===== src/rtl/if_id_fetch_queue_pkg.sv =====
// Shared definitions for the IF/ID fetch queue: word width, the NOP encoding
// and the layout of one queued fetch entry.
package if_id_fetch_queue_pkg;

    localparam int WORD_LEN = 32;
    localparam logic [WORD_LEN-1:0] NOP_INSTR = 32'd0;

    typedef struct packed {
        logic [WORD_LEN-1:0] pc;
        logic [WORD_LEN-1:0] instruction;
        logic                pred_taken;
    } fetch_entry_t;

    localparam int ENTRY_W = $bits(fetch_entry_t);

endpackage


===== src/rtl/if_id_fetch_queue_fifo_mem.sv =====
// Register-array storage for the fetch queue: synchronous write and
// asynchronous read, so the head entry is visible as soon as occupancy rises.
module fifo_mem #(
    parameter int DEPTH = 2,
    parameter int WIDTH = 65,
    localparam int AW   = $clog2(DEPTH)
) (
    input  logic             clk,
    input  logic             wr_en,
    input  logic [AW-1:0]    wr_addr,
    input  logic [WIDTH-1:0] wr_data,
    input  logic [AW-1:0]    rd_addr,
    output logic [WIDTH-1:0] rd_data
);

    logic [WIDTH-1:0] mem_reg [DEPTH];

    // Contents are deliberately left unreset; the occupancy counter gates validity.
    generate
        for (genvar gi = 0; gi < DEPTH; gi++) begin : g_entry
            always_ff @(posedge clk) begin
                if (wr_en && (wr_addr == AW'(gi))) begin
                    mem_reg[gi] <= wr_data;
                end
            end
        end
    endgenerate

    assign rd_data = mem_reg[rd_addr];

endmodule


===== src/rtl/if_id_fetch_queue.sv =====
// Decoupling FIFO between fetch and decode: queues {pc, instruction,
// pred_taken}, back-pressures fetch, drops wrong-path entries on flush.
module if_id_fetch_queue
    import if_id_fetch_queue_pkg::*;
#(
    parameter int  DEPTH = 2,
    localparam int PTR_W = $clog2(DEPTH)
) (
    input  logic                clk,
    input  logic                rst,
    input  logic                in_valid,
    input  logic [WORD_LEN-1:0] in_pc,
    input  logic [WORD_LEN-1:0] in_instruction,
    input  logic                in_pred_taken,
    output logic                in_ready,
    output logic                out_valid,
    output logic [WORD_LEN-1:0] out_pc,
    output logic [WORD_LEN-1:0] out_instruction,
    output logic                out_pred_taken,
    input  logic                out_ready,
    input  logic                flush,
    output logic [PTR_W:0]      occupancy,
    output logic [31:0]         flush_count,
    output logic [31:0]         stall_count
);

    localparam logic [PTR_W:0] FULL_COUNT = (PTR_W+1)'(DEPTH);

    logic [PTR_W-1:0] wptr_reg, wptr_next;
    logic [PTR_W-1:0] rptr_reg, rptr_next;
    logic [PTR_W:0]   occ_reg, occ_next;
    logic [31:0]      flush_count_reg, flush_count_next;
    logic [31:0]      stall_count_reg, stall_count_next;

    logic         push;
    logic         pop;
    fetch_entry_t wr_entry;
    fetch_entry_t head_entry;

    // in_ready depends only on registered occupancy: no comb path from ID to IF.
    assign in_ready  = (occ_reg != FULL_COUNT);
    assign out_valid = (occ_reg != '0);
    assign push      = in_valid & in_ready & ~flush;
    assign pop       = out_valid & out_ready & ~flush;

    assign wr_entry.pc          = in_pc;
    assign wr_entry.instruction = in_instruction;
    assign wr_entry.pred_taken  = in_pred_taken;

    fifo_mem #(
        .DEPTH (DEPTH),
        .WIDTH (ENTRY_W)
    ) u_fifo_mem (
        .clk     (clk),
        .wr_en   (push),
        .wr_addr (wptr_reg),
        .wr_data (wr_entry),
        .rd_addr (rptr_reg),
        .rd_data (head_entry)
    );

    always_comb begin
        wptr_next        = wptr_reg;
        rptr_next        = rptr_reg;
        occ_next         = occ_reg;
        flush_count_next = flush_count_reg;
        stall_count_next = stall_count_reg;

        if (flush) begin
            flush_count_next = flush_count_reg + 32'd1;
        end
        if (in_valid && !in_ready) begin
            stall_count_next = stall_count_reg + 32'd1;
        end

        if (flush) begin
            wptr_next = '0;
            rptr_next = '0;
            occ_next  = '0;
        end else begin
            if (push) begin
                wptr_next = wptr_reg + PTR_W'(1);
            end
            if (pop) begin
                rptr_next = rptr_reg + PTR_W'(1);
            end
            case ({push, pop})
                2'b10:   occ_next = occ_reg + (PTR_W+1)'(1);
                2'b01:   occ_next = occ_reg - (PTR_W+1)'(1);
                default: occ_next = occ_reg;
            endcase
        end
    end

    always_ff @(posedge clk or negedge rst) begin
        if (!rst) begin
            wptr_reg        <= '0;
            rptr_reg        <= '0;
            occ_reg         <= '0;
            flush_count_reg <= '0;
            stall_count_reg <= '0;
        end else begin
            wptr_reg        <= wptr_next;
            rptr_reg        <= rptr_next;
            occ_reg         <= occ_next;
            flush_count_reg <= flush_count_next;
            stall_count_reg <= stall_count_next;
        end
    end

    // Empty queue presents a NOP so ID never sees stale storage.
    always_comb begin
        out_pc          = '0;
        out_instruction = NOP_INSTR;
        out_pred_taken  = 1'b0;
        if (out_valid) begin
            out_pc          = head_entry.pc;
            out_instruction = head_entry.instruction;
            out_pred_taken  = head_entry.pred_taken;
        end
    end

    assign occupancy   = occ_reg;
    assign flush_count = flush_count_reg;
    assign stall_count = stall_count_reg;

endmodule


===== config.mk =====
export PLATFORM = sky130hd
export DESIGN_NAME = if_id_fetch_queue
export DESIGN_NICKNAME = d
export VERILOG_FILES = /design/src/rtl/if_id_fetch_queue_pkg.sv /design/src/rtl/if_id_fetch_queue_fifo_mem.sv /design/src/rtl/if_id_fetch_queue.sv
export SDC_FILE = /design/constraint.sdc
export NUM_CORES = 1
export LEC_CHECK = 0
export CORE_UTILIZATION = 44
export DETAILED_ROUTE_END_ITERATION = 8
export PLACE_DENSITY_LB_ADDON = 0.08
export SLEW_MARGIN = 20
export SYNTH_ARGS = -nofsm -noshare
export SYNTH_HDL_FRONTEND = slang
export SYNTH_SLANG_ARGS = --single-unit

===== constraint.sdc =====
create_clock -name clk -period 6.3 [get_ports clk]
set_input_delay 0.63 -clock clk [delete_from_list [all_inputs] [get_ports clk]]
set_output_delay 0.63 -clock clk [all_outputs]
set_load 0.01 [all_outputs]

-- Yosys cells after proc, flatten, opt, wreduce, memory -nomap -nowiden
Memory sizes are Yosys's and may differ from the RTL's.
Cells that the tools add are included.
- register bits after elaboration: 68
- bits in writable memories: 130
- input bits: 70
- output and inout port bits: 133
- word-level logic and storage cells: 46
- memories kept: 1
- memory list (name ; depth ; width ; rd ports ; clocked after memory_dff ; write ports ; RTL line ; source):
    u_fifo_mem.mem_reg ; 2 ; 65 ; 1 ; 0 ; 1 ; if_id_fetch_queue_fifo_mem.sv:16 ; logic [WIDTH-1:0] mem_reg [DEPTH];
- add/sub/neg operators: 6
- equality and inequality tests: 3
- mux-type cells: 16
- bitwise logic cells: 6
- reductions and logical operators: 9
- operators with widths (kind ; count):
    $mux W65 ; 1
    $reduce_or A65 Y1 ; 1
    $add A32 B1 Y32 const B ; 2
    $mux W32 ; 2
    $mux W1 ; 11
    $reduce_bool A2 Y1 ; 3
    $and A1 B1 Y1 ; 4
    $pmux W2 S2 ; 1
    $logic_and A1 B1 Y1 ; 3
    $reduce_bool A3 Y1 ; 1
    $add A1 B1 Y1 const B ; 2
    $add A2 B1 Y2 const B ; 1
    $eq A2 B1 Y1 const B ; 1
    $eq A2 B2 Y1 const B ; 1
    $mux W2 ; 1
    $ne A2 B2 Y1 const B ; 1
    $not A1 Y1 ; 2
    $sub A2 B1 Y2 const B ; 1
    $logic_not A1 Y1 ; 1

-- Logic depth before layout (Yosys ltp)
- word-level depth: 8
- mapped depth: 6
- mapped depth without buffers: 6

-- Modules after synthesis
From an unflattened synthesis, not the netlist that was laid out.
- cells, all modules: 558
- area, all modules: 8548.2 um2
- modules (own cells, without submodules) (module ; instances ; cells an instance ; area an instance (um2) ; seq. area each (um2)):
    fifo_mem ; 1 ; 204 ; 4908.5 ; 3903.7
    if_id_fetch_queue ; 1 ; 354 ; 3639.7 ; 1701.6

-- Worst setup path after synthesis
No wires, ideal clock.
- path type: input -> register
- from: input in_valid
- to: memory u_fifo_mem.mem_reg[1][0], enable pin
- setup time: 0.581 ns
- arrival time: 5.666 ns
- data required time: 5.719 ns
- path slack: 0.053 ns
- cell stages on the path: 3
- path buffers: 1
- cells stage by stage: buf_2 nand2_1 nor3b_1
- longest elaborated chain between the ends: 7
- elaborated cells between the ends (all ways): 11
- those cells by class: 6 x mux; 2 x bitwise; 3 x reduce/logical
- ends and longest elaborated chain (element ; RTL line ; source):
    start, declared ; if_id_fetch_queue.sv:11 ; input logic in_valid,
    $and A1 B1 Y1 * (2 in a row) ; if_id_fetch_queue.sv:43 ; assign push = in_valid & in_ready & ~flush;
    $logic_and A1 B1 Y1 ; if_id_fetch_queue_fifo_mem.sv:22 ; if (wr_en && (wr_addr == AW'(gi))) begin
    $mux W1 ; if_id_fetch_queue_fifo_mem.sv:22 ;
    $mux W1 (implied by the code) ; if_id_fetch_queue_fifo_mem.sv:23 ; mem_reg[gi] <= wr_data;
    $reduce_or A65 Y1 (no line) ; - ;
    $mux W1 (no line) ; - ;
    end, declared ; if_id_fetch_queue_fifo_mem.sv:16 ;
Every way passes the cells marked *; elsewhere a longest branch is shown, timed or not.

-- Worst setup path in the final report
- from: register rptr_reg
- to: output out_instruction[31]
- longest elaborated chain between the ends: 2
- ends and longest elaborated chain (element ; RTL line ; source):
    start, declared ; if_id_fetch_queue.sv:30 ; logic [PTR_W-1:0] rptr_reg, rptr_next;
    start signal, assigned ; if_id_fetch_queue.sv:104 ; rptr_reg <= rptr_next;
    $mem_v2 Z2 W65 ; - ;
    $mux W32 ; if_id_fetch_queue.sv:116 ; if (out_valid) begin
    end, declared ; if_id_fetch_queue.sv:18 ; output logic [WORD_LEN-1:0] out_instruction,
No other way between the ends.

==> summary.md <==
| Metric | Value |
|---|---|
| Status | `completed` |
| Post-DP HPWL | `between 10 and 15 mm` |
| Synth cell types | `35` |
| Pre-Repair DR Iteration Count | `4` |
| I/O pin count | `just over 200` |
| Routed Wire Length | `17.10 mm` |
| Largest family of logic cells by synthesized area | `simple AND/OR/NAND/NOR gates` |
| Avg Inst Size Synth | `14.34 sq um` |
| FF-to-FF setup slack | `3970 ps` |
| Reg2reg end | `u_fifo_mem.mem_reg[1][13]$_DFFE_PP_` |
| Routed vias/inst | `5.025` |
| DP Worst Slack | `3477 ps` |
| Detailed Route Iter0 Violations | `216` |
| Slew @ Worst Pin | `a little under 900 ps` |
| Seq cells post-synth | `198` |
| Power per cell area | `270.0 nW/um^2` |
| Vias | `5085` |
| Crit path launch type | `flip-flop` |
| Mux share of post-synthesis cell area | `8.368%` |
| Vias in the first global route | `5179` |
| Fin. max-slew vios | `0` |
| Clock Skew | `8.542 ps` |
| CP required | `5670 ps` |
| Post-synth ARST share | `34.34%` |
| Fin crit period | `3062 ps` |
| Max reg flops | `130` |
| Core area | `17960 sq um` |
| PortBufs | `202` |
| RSZ-0062 raised after global routing | `false` |
| H-tree Lvls | `4` |
| Wirelength per Cell | `16.89 microns` |
| Worst-path clk slew | `70 ps` |
| Syn Inst Count | `approximately 560` |
| Initial Utilization | `44.78%` |
| R2R cell count | `6` |
| RePlAce Congestion | `0.7824` |
| Number of synthesized flops with an enable pin | `130` |
| Post-route ant nets | `0` |
| Most used DFF post-synth | `edfxtp_1` |
| Layout cells sized above 1 | `a little under 7%` |
| Fmax | `approximately 330 MHz` |
| FP Rows | `49` |
| First-pass GRT wire length | `between 20 and 30 mm` |
| Synth area leaders | `edfxtp_1 (49%), dfrtp_1 (21%), mux2i_1 (8.1%)` |
| Final clock period utilization by the worst path | `48.61%` |
| VDD IR max | `approximately 0.00019 V` |
| GRT overflow | `0` |
| Post-cts resize count | `0` |
| Worst setup margin | `3238 ps` |
| R2r startpoint | `occupancy[1]$_DFFE_PN0P_` |
| Clk_lat worst skew | `430 ps` |
| Critical path class | `reg2out` |
| TritonCTS clock tree | `done` |
| NumNets Final | `841` |
| Compound-Gate Fraction of Synth Area | `0.4355%` |
| Slew HR | `between 40% and 50%` |
| Syn Std Cell Area | `8044 sq um` |
| Design area | `10930 sq um` |
| Antenna violations before repair | `1` |
| Pleak | `between 3 and 4 nW` |
| Clock sinks | `198` |
| Min-Delay Path Class | `in2async` |
| Hold_buf cts | `0` |
| P&R area growth vs syn | `35.82%` |
| Number of max-cap violations | `0` |
| Cell Area, Placed | `slightly above 10000 sq um` |
| Die Area | `roughly 19000 sq um` |
| Worst Path Arrival | `2430 ps` |
| Fin Setup TNS | `0 ps` |
| Highest-count cells in the layout ignoring fill and taps | `clkdlybuf4s50_1 (201), edfxtp_1 (130), nor2_1 (83), dfrtp_1 (67), mux2i_1 (65)` |
| Post-CTS Setup Repair Bufs | `0` |
| Hold Slack | `378.6 ps` |
| Most common cell after layout, fill and taps aside | `clkdlybuf4s50_1` |
| Cell taking the most area after synthesis | `edfxtp_1` |
| Synthesized net count | `between 600 and 700` |
| Final hold viol count | `0` |
| CTS Buf Count | `17` |
| Post-Synth Adder-Cell Area | `0.3111%` |
| Crit-path max FO | `35` |
| GR Util All Layers | `a little under a fifth` |
| Sequential fraction of the synthesis area | `about 70%` |
| Synth warn | `0` |
| Height of the die | `137.2 microns` |
| XOR/XNOR Fraction of Synth Area | `under 10%` |
| Post-synthesis simple-gate area fraction | `around an eighth` |
| CP Capture Type | `primary output` |
| Clock Path Buffers | `2` |
| Clock root buffer | `clkbuf_16` |
| Setup violators final | `0` |
| Residual DRC | `0` |
| Share of the synthesized area in the top cell type | `between 40% and 50%` |
| Die Span X | `137.2 microns` |
| Largest net degree at the start of global routing | `69` |
[Yosys cell counts (2+ instances only)]
| cell | count |
|---|---|
| edfxtp_1 | 130 |
| nor2_1 | 84 |
| dfrtp_1 | 68 |
| mux2i_1 | 65 |
| xnor2_1 | 48 |
| nand3_1 | 25 |
| nand2_1 | 23 |
| nand4_1 | 20 |
| xor2_1 | 16 |
| inv_1 | 9 |
| and3_1 | 8 |
| and4_1 | 8 |
| clkbuf_1 | 8 |
| buf_2 | 7 |
| nor3_1 | 7 |
| nand4b_1 | 5 |
| buf_1 | 3 |
| nor4_1 | 3 |
| nor4_4 | 3 |
| a21oi_1 | 2 |
| ha_1 | 2 |
| mux2_2 | 2 |
| o21ai_0 | 2 |
| or4_4 | 2 |
[routing by layer]
layer | up-vias | wire length [microns] | global-route usage (%) | part of all wire, %
met5 | - | 13 | 0 | 0.076
met4 | 2 | 227 | 6.410 | 1.3
met3 | 18 | 1175 | 5.592 | 6.9
met2 | 137 | 8354 | 30.78 | 49
met1 | 2476 | 7325 | 23.54 | 43
li1 | 2452 | - | - | -
[report_power, final]
part	switching, W	leakage, nW	internal [W]	total (W)
clock	0.000487	0.276	0.000556	0.00104
combinational	0.000176	1.58	0.000210	0.000386
sequential	0.0000619	2.11	0.00146	0.00152
[worst max path at each step]
stage | startpoint | cells past startpoint | endpoint | slack, ps
after floorplan | in_valid | 3 | u_fifo_mem.mem_reg[1][0]$_DFFE_PP_ | 50
after global placement | rptr_reg$_DFFE_PN0P_ | 3 | out_instruction[31] | 3490
final | rptr_reg$_DFFE_PN0P_ | 4 | out_instruction[31] | 3240
after CTS | rptr_reg$_DFFE_PN0P_ | 3 | out_instruction[31] | 3000
after detailed placement | rptr_reg$_DFFE_PN0P_ | 3 | out_instruction[31] | 3480
after global routing | rptr_reg$_DFFE_PN0P_ | 4 | out_instruction[31] | 3120
[layout make-up]
type	count	area, sq um
tap	229	286.5
antenna	1	2.502
inverter	9	33.78
multi-input combinational	336	2346
clock buffer	17	425.4
sequential	198	5609
timing repair buffer	207	2074
fill	1436	7038
clock inverter	15	147.6
[kinds of logic after synthesis]
family	Yosys count
adders and majority gates	2
AOI/OAI and AO/OA	6
buffers and inverters	27
muxes	67
DFF	198
xor gates and xnor gates	64
and+or+nand+nor	197
[worst max-delay path: stages, from the launching register on]
cell,delay (ps)
dfrtp_4,810
buf_16,310
mux2i_1,110
nor2_1,180
clkdlybuf4s50_1,570
[metrics by stage]
step,util [%],total power (W),std cells
global placement,57.46,0.001930,978
CTS,60.65,0.002983,1010
detailed placement,57.46,0.001938,978
finish,60.82,0.002950,1012
floorplan,-,0.001707,561
global route,60.81,0.003069,1011
(Power assumes the default switching activity.)
